`config.mk`:
```
export PLATFORM = sky130hd
export DESIGN_NAME = demux_lane_sequencer
export DESIGN_NICKNAME = d
export VERILOG_FILES = /design/src/rtl/demux_lane_sequencer.sv
export SDC_FILE = /design/constraint.sdc
export NUM_CORES = 1
export LEC_CHECK = 0
export ABC_AREA = 0
export CORE_MARGIN = 3
export CORE_UTILIZATION = 52
export DETAILED_ROUTE_END_ITERATION = 12
export PLACE_DENSITY_LB_ADDON = 0.1
export SLEW_MARGIN = 10
export SYNTH_ARGS = -nofsm -noshare
export SYNTH_HDL_FRONTEND = slang
export SYNTH_SLANG_ARGS = --single-unit
```
`constraint.sdc`:
```
create_clock -name clk -period 2.8 [get_ports clk]
set_clock_uncertainty 0.15 [all_clocks]
set_input_delay 0.28 -clock clk [delete_from_list [all_inputs] [get_ports clk]]
set_output_delay 0.28 -clock clk [all_outputs]
set_load 0.05 [all_outputs]
```
`src/rtl/demux_lane_sequencer.sv`:
```
// demux_lane_sequencer: buffers an incoming pixel stream in a small FIFO and
// feeds the 4-way pixel demux round-robin, BURST pixels per lane, in strict
// FIFO order. A lane that is not ready stalls the head; lanes are never skipped.
module demux_lane_sequencer #(
    parameter int BITS  = 2,
    parameter int DEPTH = 4,
    parameter int BURST = 4
) (
    input  logic                     clk,
    input  logic                     rst,
    input  logic                     in_valid,
    input  logic [BITS-1:0]          in_data,
    output logic                     in_ready,
    input  logic                     sof,
    input  logic [3:0]               lane_ready,
    output logic [1:0]               sel,
    output logic [BITS-1:0]          out_data,
    output logic                     out_valid,
    output logic [$clog2(DEPTH):0]   fifo_count
);

    localparam int AW   = $clog2(DEPTH);
    localparam int CNTW = AW + 1;
    localparam int CW   = (BURST > 1) ? $clog2(BURST) : 1;

    // Registered output stage towards the demux.
    typedef struct packed {
        logic            vld;
        logic [1:0]      sel;
        logic [BITS-1:0] data;
    } out_t;

    logic [DEPTH-1:0][BITS-1:0] mem_q, mem_d;
    logic [AW-1:0]              wr_ptr_q, wr_ptr_d;
    logic [AW-1:0]              rd_ptr_q, rd_ptr_d;
    logic [CNTW-1:0]            count_q, count_d;
    logic [1:0]                 cur_lane_q, cur_lane_d;
    logic [CW-1:0]              burst_cnt_q, burst_cnt_d;
    out_t                       out_q, out_d;

    logic                       push, pop;
    logic [1:0]                 eff_lane;
    logic [CW-1:0]              eff_cnt;

    // Acceptance depends only on the registered occupancy, never on this cycle's pop.
    assign in_ready   = (count_q < CNTW'(DEPTH));
    assign fifo_count = count_q;
    assign sel        = out_q.sel;
    assign out_data   = out_q.data;
    assign out_valid  = out_q.vld;

    // Handshake decisions; sof realigns the sequencer to lane 0 for this cycle.
    always_comb begin
        eff_lane = sof ? 2'd0 : cur_lane_q;
        eff_cnt  = sof ? '0 : burst_cnt_q;
        push     = in_valid & in_ready;
        pop      = (count_q != '0) & lane_ready[eff_lane];
    end

    // FIFO storage, pointers and occupancy; pointers wrap naturally (DEPTH is a power of 2).
    always_comb begin
        mem_d    = mem_q;
        wr_ptr_d = wr_ptr_q;
        rd_ptr_d = rd_ptr_q;
        count_d  = count_q;
        if (push) begin
            mem_d[wr_ptr_q] = in_data;
            wr_ptr_d        = wr_ptr_q + AW'(1);
        end
        if (pop) begin
            rd_ptr_d = rd_ptr_q + AW'(1);
        end
        case ({push, pop})
            2'b10:   count_d = count_q + CNTW'(1);
            2'b01:   count_d = count_q - CNTW'(1);
            default: count_d = count_q;
        endcase
    end

    // Lane/burst sequencing: advance to the next lane after BURST pops.
    always_comb begin
        cur_lane_d  = eff_lane;
        burst_cnt_d = eff_cnt;
        if (pop) begin
            if (eff_cnt == CW'(BURST - 1)) begin
                burst_cnt_d = '0;
                cur_lane_d  = eff_lane + 2'd1;
            end else begin
                burst_cnt_d = eff_cnt + CW'(1);
            end
        end
    end

    // Output register: pixel on pop, zero data otherwise; sel holds between pixels.
    always_comb begin
        out_d.vld  = pop;
        out_d.sel  = pop ? eff_lane : out_q.sel;
        out_d.data = pop ? mem_q[rd_ptr_q] : '0;
    end

    // FIFO state registers.
    always_ff @(posedge clk) begin
        if (rst) begin
            mem_q    <= '0;
            wr_ptr_q <= '0;
            rd_ptr_q <= '0;
            count_q  <= '0;
        end else begin
            mem_q    <= mem_d;
            wr_ptr_q <= wr_ptr_d;
            rd_ptr_q <= rd_ptr_d;
            count_q  <= count_d;
        end
    end

    // Sequencer and output registers.
    always_ff @(posedge clk) begin
        if (rst) begin
            cur_lane_q  <= '0;
            burst_cnt_q <= '0;
            out_q       <= '0;
        end else begin
            cur_lane_q  <= cur_lane_d;
            burst_cnt_q <= burst_cnt_d;
            out_q       <= out_d;
        end
    end

endmodule

```
==> results of run 1 <==
-- per-layer routing --
metal | GRT usage, % | part of all wire, % | vias up
met5 | 0 | 0 | -
met4 | 6.224 | 1.0 | 0
met3 | 2.770 | 4.2 | 2
met2 | 31.87 | 48 | 27
met1 | 25.76 | 47 | 470
li1 | - | - | 534
-- worst reg2reg max path, delay by kind of cell, from the launching register on --
kind                     cells  cell delay, ns
flip-flops                   1            0.46
buffers and inverters        2            0.13
adder cells (fa/ha/maj)      2            0.55
XOR/XNOR                     1            0.16
AND/OR/NAND/NOR              3            0.88
AO/OA/AOI/OAI                2            0.20
-- path summary, 6_finish.rpt --
path | start | end | depth (start not counted)
hold / removal | mem_q[2] | mem_q[2] | 2
hold reg to reg | mem_q[2] | mem_q[2] | 2
setup / recovery | sof | fifo_count[2] | 11
setup reg to reg | cur_lane_q[1] | fifo_count[2] | 10
-- synthesized netlist by cell type --
| library cell | instances | area share, % |
|---|---|---|
| mux2_1 | 1 | 0.93 |
| dfxtp_1 | 24 | 40 |
| a221oi_2 | 1 | 1.2 |
| buf_6 | 1 | 0.93 |
| nand3_1 | 9 | 3.7 |
| and4bb_2 | 1 | 1.0 |
| nand4_1 | 1 | 0.52 |
| inv_1 | 10 | 3.1 |
| xor2_1 | 2 | 1.5 |
| a21oi_1 | 16 | 6.6 |
| nor3b_1 | 3 | 1.9 |
| clkbuf_1 | 6 | 1.9 |
| or4_1 | 2 | 1.2 |
| or2_2 | 1 | 0.52 |
| nor3_1 | 3 | 1.2 |
| nor2b_1 | 4 | 2.1 |
| fa_1 | 1 | 1.7 |
| ha_1 | 6 | 6.2 |
| a31oi_1 | 2 | 1.0 |
| nor2_1 | 9 | 2.8 |
| o31ai_1 | 2 | 1.2 |
| mux2i_1 | 4 | 3.3 |
| nand2_1 | 16 | 5.0 |
| o21ai_0 | 5 | 2.1 |
| mux4_2 | 2 | 3.7 |
| a21boi_0 | 1 | 0.62 |
| and2b_1 | 1 | 0.62 |
| xnor2_1 | 1 | 0.73 |
| or3_1 | 4 | 2.1 |
| o21bai_1 | 1 | 0.62 |
-- final cells by class --
class                      count  area share [%]
inverter                      10           2.490
multi-input combinational     99           43.40
sequential                    24           31.95
timing repair buffer          27           16.43
clock inverter                 1           1.992
clock buffer                   3           1.494
tap                           27           2.241
-- through the flow --
stage	hold WS [ns]	std cells	cell area, µm²	setup WS [ns]	TNS [ns]
floorplan	0.2775	140	1207	0.01522	0
global placement	0.2944	187	1455	0.01489	0
detailed placement	0.2933	187	1455	-0.1446	-0.1446
CTS	0.3121	191	1508	0.2017	0
global route	0.3305	191	1508	0.04771	0
finish	0.3151	191	1508	0.2037	0
-- power groups by stage --
stage | combinational [mW] | sequential, mW | clock, mW
2_1_floorplan | 0.250 | 0.496 | 0
3_3_place_gp | 0.440 | 0.438 | 0
3_5_place_dp | 0.451 | 0.439 | 0
4_1_cts | 0.455 | 0.432 | 0.261
5_1_grt | 0.501 | 0.438 | 0.270
6_report | 0.452 | 0.432 | 0.253
-- sequential cells by signal, summed over array words and instances, names as in the netlist --
| signal | count |
|---|---|
| mem_q | 8 |
| sel | 2 |
| burst_cnt_q | 2 |
| wr_ptr_q | 2 |
| rd_ptr_q | 2 |
| cur_lane_q | 2 |
| out_valid | 1 |
| out_data | 2 |
| fifo_count | 3 |
-- logic make-up after synthesis --
kind of cell / after synthesis / share of synthesized area (%)
mux: 7 / 7.987
xor+xnor: 3 / 2.179
flops: 24 / 39.83
fa+ha+maj: 7 / 7.884
simple gates: 54 / 22.72
buf+inv: 17 / 5.913
compound gates: 28 / 13.48
==> results.yml, run 1 <==
setup_path:
  crit_fanout: 4
  critPathKind: "in2reg"
  cp.arrival_ns: 2.70
  crit_chain: "clkdlybuf4s50_1, and4bb_2, a221oi_2, or2_2, inv_1, ha_1, inv_1, fa_1, xor2_1, or3_1, a21oi_1"
  critical_path_required_ns: 2.91
  startpoint_type: "input port"
  max_stage_delay_ns: 0.46
  cp_common_cell: "inv_1"
  crit_buf_inv: 3
  crit_family: "simple AND/OR/NAND/NOR gates"
  worst_setup_path_end_kind: "flop"
  regToRegSetupSlack_ns: 0.22
  critical_path.slowest_cell: "clkdlybuf4s50_1"
detailed_routing:
  wirelength_um: 2500
  vias_per_cell: 5.408
  dr.first_iter.drc_count: 31
  routed-via-count: 1033
  wl_per_cell_um: 13.09
  postRouteAntennaNets: 0
  first_pass_iters: 4
  drc: 0
pwr:
  powerDensity_nw_per_um2: 753.7
  comb_power_share_pct: 39.7
  total_power_mw: 1.136
  power.leakage_nw: 0.5550
  switching_share_pct: 36.75
  p_switching_mw: 0.4176
  seqPwrFrac_pct: 38.0
  internal-power_mw: 0.7188
  pwr-share-clk_pct: 22.3
  vdd_drop_max_uv: 695.2
yosys:
  ys_types: 30
  syn_nets: 157
  yosysSeqAreaShare_pct: 39.83
  synth-seq-cells: 24
  syn_area_per_cell_um2: 8.615
  netlist_area_um2: 1206
  syn_inst: 140
  yosysWarnings: 0
place:
  numPortBuffers: 18
  dp_hpwl_um: 1904
  place_congestion: 0.7992
final_layout:
  layout_common_cells: "23 x dfxtp_1, 18 x clkdlybuf4s50_1, 16 x nand2_1, 16 x a21oi_1, 10 x inv_1"
  drive_above_1_share_pct: 11.59
  fin_nets: 182
  synthToLayoutAreaGrowth_pct: 25.00
  fin_util_pct: 72.42
  multi_input_area_um2: 654.4
  final_common_cell: "dfxtp_1"
  nFillCells: 169
  final-seq-area_um2: 481.7
  num_antenna_cells: 0
timing:
  worstMarginPinSlew_ns: 0.4967
  rsz0062_at_grt: "no"
  drv_slew: 0
  fin_crit_ns: 2.596
  hold_viol: 0
  setup_violations: 0
  max_slew_margin_pct: 66.78
  finalCritPeriodShare_pct: 92.72
  timing.fmax_mhz: 385.2
clock_tree:
  cts_tree: "done"
  clock-sinks: 24
  clock_latency_ns: 0.32
  cts-root-buf: "clkbuf_4"
  cts_setup_buffers: 0
  cts_buffer_depth: 2
  clk_pin_slew_worst_paths_ns: 0.14
  cts_buffers: 3
  post_cts_resized: 0
  cts_hold_buf: 0
  htreeDepth: 1
die:
  start_util_pct: 57.93
  row_count: 16
  io_pins: 19
  fp.dieH_um: 54.16
  dieArea_um2: 2933
  dieWidth_um: 54.16
  core_area_um2: 2082
global_routing:
  grt-ovfl-total: 0
  first_global_vias: 979
  grt_antenna_before_repair: 0
  track_usage_pct: 19.35
  grt_pass1_wl_um: 4202
  grt_max_degree: 16
worst_hold_path:
  hold_path.class: "reg2reg"
status:
  status: "finished clean"
job:
  timing.max_cap.violations: 0
Note: power is estimated with default switching activity, not from simulation.
==> run 2, diff against run 1 <==
Settings changed: CELL_PAD_IN_SITES_DETAIL_PLACEMENT set to 1, CELL_PAD_IN_SITES_GLOBAL_PLACEMENT set to 1, CORE_UTILIZATION 52 to 39.
==> run 2 against run 1 <==
  * Utilization down 19 points
  * Clock power up 4%
  * Largest power group unchanged
  * Final cell count up 2.1%
  * Via count up 3.6%
  * Maximum frequency down 1.2%
  * Largest cell class unchanged
  * Power up 2.4%
  * Critical endpoint unchanged
  * Critical path depth down 1
  * Register-to-register slack worse by 0.05 ns
==> results.yml, run 2 (synthesized netlist as in run 1, its figures left out) <==
die:
  core_area_um2: 2853
  io_pins: 19
  dieWidth_um: 61.61
  fp.dieH_um: 61.61
  row_count: 19
  start_util_pct: 42.28
  dieArea_um2: 3796
pwr:
  p_switching_mw: 0.4430
  power.leakage_nw: 0.5550
  seqPwrFrac_pct: 37.2
  pwr-share-clk_pct: 22.5
  internal-power_mw: 0.7206
  comb_power_share_pct: 40.3
  switching_share_pct: 38.07
  vdd_drop_max_uv: 426.7
  powerDensity_nw_per_um2: 769.2
setup_path:
  worst_setup_path_end_kind: "flop"
  worstRegToRegCells: 10
  critical_path.slowest_cell: "dfxtp_1"
  r2r-start: "cur_lane_q[1]"
  r2r-end: "fifo_count[2]"
  cp_common_cell: "inv_1"
  max_stage_delay_ns: 0.48
  crit_start: "cur_lane_q[1]"
  startpoint_type: "flop"
  regToRegSetupSlack_ns: 0.17
  cp-endpoint: "fifo_count[2]"
  critPathKind: "reg2reg"
  crit_chain: "and4bb_2, a221oi_2, or2_2, inv_1, ha_1, inv_1, fa_1, xor2_1, or3_1, a21oi_1"
  cp.arrival_ns: 2.75
  critical_path_required_ns: 2.93
  crit_fanout: 6
final_layout:
  largest-register: "mem_q"
  layout_common_cells: "23 x dfxtp_1, 18 x clkdlybuf4s50_1, 16 x nand2_1, 16 x a21oi_1, 10 x inv_1"
  synthToLayoutAreaGrowth_pct: 25.41
  fin_nets: 182
  final_common_cell: "dfxtp_1"
  largest_reg_flops: 8
  stdcell_count: 195
  num_antenna_cells: 0
  drive_above_1_share_pct: 11.59
timing:
  max_slew_margin_pct: 66.56
  fin_crit_ns: 2.628
  drv_slew: 0
  setup_violations: 0
  timing.fmax_mhz: 380.5
  hold_viol: 0
  setup_slack_ns: 0.1718
  fin_setup_tns_ns: 0
  worstMarginPinSlew_ns: 0.5000
  rsz0062_at_grt: "no"
  finalCritPeriodShare_pct: 93.86
detailed_routing:
  drc: 0
  first_pass_iters: 4
  routed-via-count: 1070
  wl_per_cell_um: 15.73
  wirelength_um: 3067
  postRouteAntennaNets: 0
  dr.first_iter.drc_count: 19
  vias_per_cell: 5.487
place:
  post-place-ws_ns: -0.1440
  place_congestion: 0.7169
  dp.cells: 191
  numPortBuffers: 18
  dp_hpwl_um: 2407
job:
  timing.max_cap.violations: 0
status:
  status: "finished clean"
clock_tree:
  clock_latency_ns: 0.33
  cts_hold_buf: 0
  clk_pin_slew_worst_paths_ns: 0.15
  cts_setup_buffers: 0
  cts_tree: "done"
  clock-sinks: 24
  post_cts_resized: 0
  cts-root-buf: "clkbuf_4"
  htreeDepth: 1
  cts_buffers: 3
  cts_buffer_depth: 2
global_routing:
  grt-ovfl-total: 0
  first_global_vias: 1168
  grt_pass1_wl_um: 5416
  grt_antenna_before_repair: 0
  track_usage_pct: 19.47
  grt_max_degree: 16
worst_hold_path:
  hold_path.class: "reg2reg"
  whs_path_depth: 2
run 2: cell counts in the layout (fill, tap and decap cells not counted):
No cell type changed its count.
run 2: final cells by class:
| type | count | area (µm²) |
|---|---|---|
| Fill cell | 352 | 1340 |
| Multi-Input combinational cell | 99 | 654.4 |
| Sequential cell | 24 | 481.7 |
| Timing Repair Buffer | 27 | 247.7 |
| Tap cell | 31 | 38.79 |
| Inverter | 10 | 37.54 |
| Clock inverter | 1 | 30.03 |
| Clock buffer | 3 | 22.52 |
run 2: stage by stage:
| stage | util [%] | area [µm²] | total power [mW] | hold slack (ns) |
|---|---|---|---|---|
| 2_1_floorplan | - | 1207 | 0.7461 | 0.2775 |
| 3_3_place_gp | 51.18 | 1460 | 0.8859 | 0.2912 |
| 5_1_grt | 53.03 | 1513 | 1.249 | 0.3596 |
| 6_report | 53.03 | 1513 | 1.164 | 0.3271 |
| 3_5_place_dp | 51.18 | 1460 | 0.9124 | 0.3117 |
| 4_1_cts | 53.03 | 1513 | 1.174 | 0.3310 |
run 2: worst max-delay path, delay by kind of cell, from the launching register on:
kind,cells,cell delay [ns]
adders and majority gates,2,0.54
DFF,1,0.48
and+or+nand+nor,3,0.93
buffers and inverters,2,0.13
xor gates and xnor gates,1,0.16
AOI/OAI and AO/OA,2,0.20
run 2: worst min-delay path by stage:
stage | from | end | slack, ns
2_1_floorplan | in_data[0] | mem_q[0] | 0.28
3_3_place_gp | mem_q[2] | mem_q[2] | 0.29
3_5_place_dp | mem_q[3] | mem_q[3] | 0.31
4_1_cts | mem_q[3] | mem_q[3] | 0.33
5_1_grt | mem_q[3] | mem_q[3] | 0.36
6_report | mem_q[3] | mem_q[3] | 0.33
run 2: routing by layer:
layer / GRT usage (%) / vias up / wire (µm)
met1: 23.39 / 516 / 1353
li1: - / 529 / -
met5: 0 / - / 0
met4: 9.394 / 0 / 74
met2: 33.63 / 19 / 1562
met3: 2.935 / 6 / 77
run 2: power groups by stage:
stage	Sequential, mW	Combinational, mW	Clock, mW
3_3_place_gp	0.439	0.447	0
5_1_grt	0.443	0.526	0.280
3_5_place_dp	0.442	0.470	0
2_1_floorplan	0.496	0.250	0
4_1_cts	0.435	0.474	0.265
6_report	0.433	0.469	0.262
